[src/rtl/mcpu5_out_port.sv]
// mcpu5_out_port: snoops the MCPU5 instruction stream and architectural state.
// It queues accumulator values written by OUT for a host to drain over a
// valid/ready handshake, detects the jump-to-self halt idiom, and counts
// retired instructions with a saturating counter.
module mcpu5_out_port #(
    parameter int unsigned DEPTH = 4,
    parameter int unsigned CNT_W = 16
) (
    input  logic             clk,
    input  logic             rst,
    input  logic [5:0]       inst_in,
    input  logic [7:0]       accu_in,
    input  logic             carry_in,
    input  logic [7:0]       pc_in,
    output logic [7:0]       out_data,
    output logic             out_valid,
    input  logic             out_ready,
    output logic             overflow,
    output logic             halted,
    output logic [CNT_W-1:0] retired
);

    localparam int unsigned PW = (DEPTH > 1) ? $clog2(DEPTH) : 1;
    localparam int unsigned CW = PW + 1;
    localparam logic [5:0]  OP_OUT = 6'b111001;

    typedef enum logic {
        RUN,
        HALTED
    } state_t;

    state_t        state, state_nxt;
    logic [5:0]    park_inst;
    logic [7:0]    park_pc;

    logic [7:0]    mem [DEPTH];
    logic [PW-1:0] wr_ptr, rd_ptr, rd_next;
    logic [CW-1:0] count;

    logic          push_req, pop, push, full, empty;
    logic          jump_taken, self_loop;
    logic [7:0]    jump_target;

    // Handshake decode and jump decode mirroring the core
    always_comb begin
        empty       = (count == '0);
        full        = (count == CW'(DEPTH));
        push_req    = (inst_in == OP_OUT);
        pop         = !empty && out_ready;
        push        = push_req && (!full || pop);
        rd_next     = rd_ptr + 1'b1;
        jump_taken  = (inst_in[5:4] == 2'b00) && !carry_in;
        jump_target = {pc_in[7:4], inst_in[3:0]};
        self_loop   = jump_taken && (jump_target == pc_in);
    end

    // Halt FSM next state: park on a taken jump-to-self, leave when the stream moves
    always_comb begin
        state_nxt = state;
        case (state)
            RUN: begin
                if (self_loop) state_nxt = HALTED;
            end
            HALTED: begin
                if ((inst_in != park_inst) || (pc_in != park_pc)) state_nxt = RUN;
            end
            default: state_nxt = RUN;
        endcase
    end

    // Halt FSM state register and parked instruction/PC
    always_ff @(posedge clk or negedge rst) begin
        if (!rst) begin
            state     <= RUN;
            park_inst <= '0;
            park_pc   <= '0;
        end else begin
            state <= state_nxt;
            if (state == RUN && self_loop) begin
                park_inst <= inst_in;
                park_pc   <= pc_in;
            end
        end
    end

    // FIFO storage; occupancy lives in count, so contents need no reset
    always_ff @(posedge clk) begin
        if (push) mem[wr_ptr] <= accu_in;
    end

    // FIFO pointers, occupancy, registered head and sticky overflow.
    // The head register is loaded from storage on pop, or straight from
    // accu_in when the pushed entry becomes the new head, so it holds its
    // last value once the FIFO drains.
    always_ff @(posedge clk or negedge rst) begin
        if (!rst) begin
            wr_ptr   <= '0;
            rd_ptr   <= '0;
            count    <= '0;
            out_data <= '0;
            overflow <= 1'b0;
        end else begin
            if (push) wr_ptr <= wr_ptr + 1'b1;
            if (pop)  rd_ptr <= rd_next;
            if (push && !pop)      count <= count + 1'b1;
            else if (pop && !push) count <= count - 1'b1;
            if (pop) begin
                if (count > CW'(1)) out_data <= mem[rd_next];
                else if (push)      out_data <= accu_in;
            end else if (empty && push) begin
                out_data <= accu_in;
            end
            if (push_req && full && !pop) overflow <= 1'b1;
        end
    end

    // Retired-instruction counter: counts every RUN edge, saturates
    always_ff @(posedge clk or negedge rst) begin
        if (!rst) begin
            retired <= '0;
        end else if (state == RUN && retired != '1) begin
            retired <= retired + 1'b1;
        end
    end

    assign out_valid = !empty;
    assign halted    = (state == HALTED);

endmodule

[config.mk]
export PLATFORM = sky130hd
export DESIGN_NAME = mcpu5_out_port
export DESIGN_NICKNAME = d
export VERILOG_FILES = /design/src/rtl/mcpu5_out_port.sv
export SDC_FILE = /design/constraint.sdc
export NUM_CORES = 1
export LEC_CHECK = 0
export BUFFER_PORTS_ARGS = -buffer_cell sky130_fd_sc_hd__buf_4
export CORE_MARGIN = 3
export CORE_UTILIZATION = 59
export CTS_BUF_LIST = sky130_fd_sc_hd__clkbuf_8
export DETAILED_ROUTE_END_ITERATION = 6
export GPL_TIMING_DRIVEN = 0
export PLACE_DENSITY = 0.82
export SLEW_MARGIN = 20
export SYNTH_ARGS = -nofsm -noshare
export SYNTH_HDL_FRONTEND = slang
export SYNTH_SLANG_ARGS = --single-unit
[constraint.sdc]
create_clock -name clk -period 3.4 [get_ports clk]
set_input_delay 0.34 -clock clk [delete_from_list [all_inputs] [get_ports clk]]
set_output_delay 0.34 -clock clk [all_outputs]
set_load 0.02 [all_outputs]
==> impl_metrics.ini, run 1 <==
[status]
status = finished with violations
violations = negative hold slack

[synth]
avgSynthCellArea_um2 = 14.80
synth-seq-area-share_pct = 59.18
synth_edf_count = 32
syn_area_um2 = 3611
yosysMostFrequentCell = dfrtp_1
synth_top_area_share_pct = 32.57
syn_inst = 244
ys_types = 38
synth_nets = 281
synth_largest_area_cell = dfrtp_1
synth_top_cells_by_area = dfrtp_1, edfxtp_1, mux2_2, xnor2_1, mux4_2
async_flop_share_pct = 59.49
yosys-top-cells-count = dfrtp_1, edfxtp_1, mux2_2, xnor2_1
synth-seq-cells = 79
synth_ff_type = dfrtp_1
yosys_warnings = 0

[clock_tree]
h-tree-depth = 3
tritoncts = done
cts.sink_count = 79
cts-hold-fix-buffers = 0
clockRootBuffer = clkbuf_8
cts_buffer_depth = 2
clkTransAtPathRegs_ns = 0.08
ctsResizeCount = 0
cts_buffers = 9
cts_setup_buffers = 0
insertion_delay_ns = 0.35

[floorplanning]
start_util_pct = 63.25
die_h_um = 84.23
die-area_um2 = 7095
io_pins = 53
rows = 27
coreArea_um2 = 5709
die_x_um = 84.23

[worst_setup_path]
crit_path_end_kind = flip-flop
required_ns = 3.64
cp_max_fo = 9
start_kind = flip-flop
max_stage_delay_ns = 0.55
worstPathArrival_ns = 3.02
critPathKind = flip-flop to flip-flop
crit_chain = inv_1 -> ha_1 -> a311oi_2 -> inv_1 -> ha_1 -> a2111oi_1 -> a211oi_2 -> mux2_2
cp_slowest_cell = a311oi_2

[route]
drt_iter0_drc = 126
wl_um = 6400
via_per_inst = 5.599
dr_total_vias = 2150
antenna_left = 0
drc_errors = 0
dr.pass1.iters = 4
wire_per_inst_um = 16.67

[power_and_ir_drop]
power_frac_comb_pct = 34.7
internal-power_mw = 2.046
p_sw_share_pct = 33.02
p_seq_share_pct = 42.7
peakVddDrop_mv = 0.4640
switchingPower_mw = 1.008
total_power_mw = 3.054
p_leak_nw = 1.784
power.density_nw_per_um2 = 712.2
clkPwrFrac_pct = 22.6

[sta]
skew_ns = 0.01084
rsz0062_at_grt = no
fmax_mhz = 359.7
tns_ns = 0
max_slew_margin_pct = 37.18
setup_viol = 0
finalCritPeriodShare_pct = 81.77
worst_pin_slew_ns = 0.9360
slew_violations = 0
hold_viol = 5
whs_ns = -0.01014
min_period_ns = 2.780

[place]
port_buffers = 52
gp_congestion = 0.7604
hpwl_um = 4533

[global_routing]
antenna_found_initial = 0
gr-usage-all-layers_pct = 19.73
grt_pass1_wl_um = 10770
grt_start_max_net_pins = 48
grt_remaining_overflow = 0
grt_pass1_vias = 2152

[run]
maxCapViolCount = 0

[cells_and_area]
antennaDiodeCount = 0
regArea_um2 = 2137
synthToLayoutAreaGrowth_pct = 18.75
multi_input_area_um2 = 1423
nFillCells = 366
fin_nets = 344
drive_gt1_share_pct = 35.90

[hold_path]
hp-class = primary input to asynchronous set/reset pin
## layout make-up
class	instances	area share, %
repair buffers	52	9.104
multi-input cells	154	33.18
flip-flops and latches	79	49.84
inverters	7	0.6128
clock buffers	9	2.889
clock inverters	7	1.692
plain buffers	4	0.5836
well taps	72	2.101
## registers in the layout, summed over array words and instances, names as in the netlist
register and count:
mem 32, retired 16, out_data 8, park_pc 8, park_inst 6, count 3
rd_ptr 2, wr_ptr 2, halted 1, overflow 1
## power groups by stage
stage	logic [mW]	registers [mW]	clock network, mW
after floorplan	0.625	1.42	0
after global placement	1.04	1.31	0
after detailed placement	1.07	1.33	0
after CTS	1.08	1.31	0.700
after global routing	1.17	1.33	0.748
final	1.06	1.30	0.690
## critical path: cells and delay by family (launching register included)
family	cells	cell delay, ns
compound gates	3	1.26
fa+ha+maj	2	0.46
flops	1	0.43
mux	1	0.34
buf+inv	2	0.19
## cell usage in the layout (no fill, tap or decap), types with 2 or more instances in the layout
cell,count
and3_1,2
mux4_2,8
dfrtp_1,47
nand3_1,7
nand4_1,9
xnor2_1,29
inv_1,7
nand2b_1,3
clkbuf_8,9
clkinv_4,2
nor2_1,4
nand4b_1,2
buf_2,2
xor2_1,9
edfxtp_1,32
o21ai_0,2
and4_1,3
and2b_1,2
and2_1,4
nand2_1,11
mux2_2,29
buf_4,52
nor4_1,4
ha_1,11
## metal layers
metal | up-vias | wire length [µm] | track usage [%]
met5 | - | 0 | 0
li1 | 1031 | - | -
met3 | 6 | 380 | 6.379
met4 | 0 | 72 | 6.140
met2 | 52 | 3090 | 30.85
met1 | 1061 | 2857 | 26.47
## kinds of logic after synthesis
kind of cell	Yosys count	synth area share (%)
compound gates	13	3.188
xor+xnor	38	9.217
fa+ha+maj	11	3.811
buf+inv	11	1.421
flops	79	59.18
mux	38	14.31
simple gates	54	8.870
## per-stage QoR
step | util, % | setup WS (ns) | instance area, µm² | cells | hold WS (ns)
3_3_place_gp | 71.66 | 0.7498 | 4091 | 368 | 0.3849
3_5_place_dp | 71.66 | 0.6712 | 4091 | 368 | 0.3936
4_1_cts | 75.10 | 0.5929 | 4288 | 384 | 0.01472
2_1_floorplan | - | 1.008 | 3611 | 244 | 0.04441
6_report | 75.10 | 0.6197 | 4288 | 384 | -0.01014
5_1_grt | 75.10 | 0.3665 | 4288 | 384 | 0.02582
## final timing paths
check	slack, ns	depth (start not counted)	to	startpoint
setup / recovery	0.62	8	out_data[7]	count[0]
hold / removal	-0.01	1	out_data[1]	rst
setup reg to reg	0.62	8	out_data[7]	count[0]
hold reg to reg	0.50	1	overflow	overflow
max in group asynchronous	2.97	1	wr_ptr[1]	rst
min in group clk	0.19	1	mem[2][1]	accu_in[1]
No activity file was read; power rests on OpenSTA's default activity.
==> inputs of run 2 (changes only) <==
- clock period: 3.4 -> 2.6 ns (I/O delays scaled with it)
==> impl_metrics.ini, run 2 (synthesis results as in run 1) <==
[route]
met3_length_um = 295
dr_total_vias = 2202
drc_errors = 0
wire_per_inst_um = 17.00
dr.pass1.iters = 4
wl_um = 6595
wl_met1_um = 2948
via_per_inst = 5.675
top_layer = met4
met2_length_um = 3281
drt_iter0_drc = 112
antenna_left = 0

[place]
hpwl_um = 4533
port_buffers = 52
gp_congestion = 0.7604
place_area_um2 = 4091
dp_cells = 368

[clock_tree]
clkTransAtPathRegs_ns = 0.09
cts_buffers = 9
cts.sink_count = 79
tritoncts = done
insertion_delay_ns = 0.35
cts_buffer_depth = 2
clockRootBuffer = clkbuf_8
h-tree-depth = 3

[run]
maxCapViolCount = 0

[floorplanning]
die_h_um = 84.23
io_pins = 53
die_x_um = 84.23
start_util_pct = 63.25
coreArea_um2 = 5709
die-area_um2 = 7095
rows = 27

[sta]
worst_pin_slew_ns = 0.6414
max_slew_margin_pct = 56.85
hold_viol = 0
slew_violations = 0
skew_ns = 0.01079
min_period_ns = 2.446
setup_viol = 0
tns_ns = 0
fmax_mhz = 408.8
finalCritPeriodShare_pct = 94.09

[cells_and_area]
final_area_um2 = 4360
drive_gt1_share_pct = 37.03
antennaDiodeCount = 0
layout_commonest_cell = buf_4
largest_reg_flops = 32
largest-register = mem
largestRegisters = mem (32), retired (16)
synthToLayoutAreaGrowth_pct = 20.76
final_cells = 388
layout_common_cells = buf_4, dfrtp_1, edfxtp_1
fin_nets = 348

[worst_setup_path]
startpoint = count[1]
critPathCapture = out_data[7]
required_ns = 2.84
worstReg2RegEnd = out_data[7]
worstReg2RegStart = count[1]
start_kind = flip-flop
crit_path_end_kind = flip-flop
r2r_cells = 10
critPathKind = flip-flop to flip-flop
cp_max_fo = 4
worstPathArrival_ns = 2.69
ff2ff_setup_slack_ns = 0.15

[global_routing]
grt_remaining_overflow = 0
antenna_found_initial = 0
grt_start_max_net_pins = 48
gr-usage-all-layers_pct = 19.77
grt_pass1_vias = 2151
grt_pass1_wl_um = 10810

[power_and_ir_drop]
power.density_nw_per_um2 = 931.5
peakVddDrop_mv = 0.6070
p_leak_nw = 1.808

[status]
status = finished clean

[hold_path]
hp-class = primary input to flip-flop
-- run 2: area by class of cell --
class,instances,area [µm²]
fillers,352,1349
clock inverters,7,72.57
multi-input cells,154,1463
inverters,7,26.28
repair buffers,56,422.9
well taps,72,90.09
clock buffers,9,123.9
plain buffers,4,25.02
flip-flops and latches,79,2137
-- run 2: how the worst min path moves through the flow --
| stage | startpoint | to | depth (start not counted) |
|---|---|---|---|
| final | accu_in[1] | mem[0][1] | 1 |
| after detailed placement | rst | out_data[1] | 1 |
| after floorplan | rst | count[0] | 0 |
| after global placement | rst | out_data[1] | 1 |
| after global routing | accu_in[6] | mem[0][6] | 1 |
| after CTS | accu_in[1] | mem[2][1] | 1 |
-- run 2: worst max-delay path, stage by stage, from the launching register on --
cell       delay [ns]
dfrtp_1          0.42
inv_1            0.11
ha_1             0.26
nand2b_1         0.18
nand2_1          0.17
inv_1            0.06
ha_1             0.23
a2111oi_4        0.38
a211oi_4         0.08
buf_4            0.17
mux2_2           0.27
-- run 2: layer usage --
| metal | global-route usage, % | up-vias |
|---|---|---|
| met2 | 30.92 | 41 |
| met4 | 6.140 | 0 |
| met1 | 26.55 | 1120 |
| met5 | 0 | - |
| met3 | 6.379 | 7 |
| li1 | - | 1034 |
-- run 2: metrics by stage --
step	setup slack, ns	hold slack, ns	total power, mW	util [%]
after floorplan	0.2080	-0.03559	2.672	-
after global placement	-0.05018	0.3049	3.082	71.66
after detailed placement	-0.1288	0.3136	3.137	71.66
after CTS	0.05204	0.1079	4.057	75.70
after global routing	-0.003631	0.08423	4.316	76.38
final	0.1536	0.1117	4.062	76.38
-- run 2: what timing repair did --
item / 4_1_cts / 5_1_grt
pin swaps: 1 / 2
hold buffers: 1 / 0
buffers inserted: 0 / 3
endpoints found under the setup margin: 8 / 8
resized for setup: 3 / 2
endpoints found under the hold margin: 47 / 0
-- run 2: power by group --
part           internal, mW  leakage [nW]  total (mW)  switching [mW]
Clock                 0.445        0.0972       0.900           0.455
Combinational         0.736         0.825        1.46           0.720
Sequential             1.52         0.886        1.71           0.182
Total                  2.70          1.81        4.06            1.36
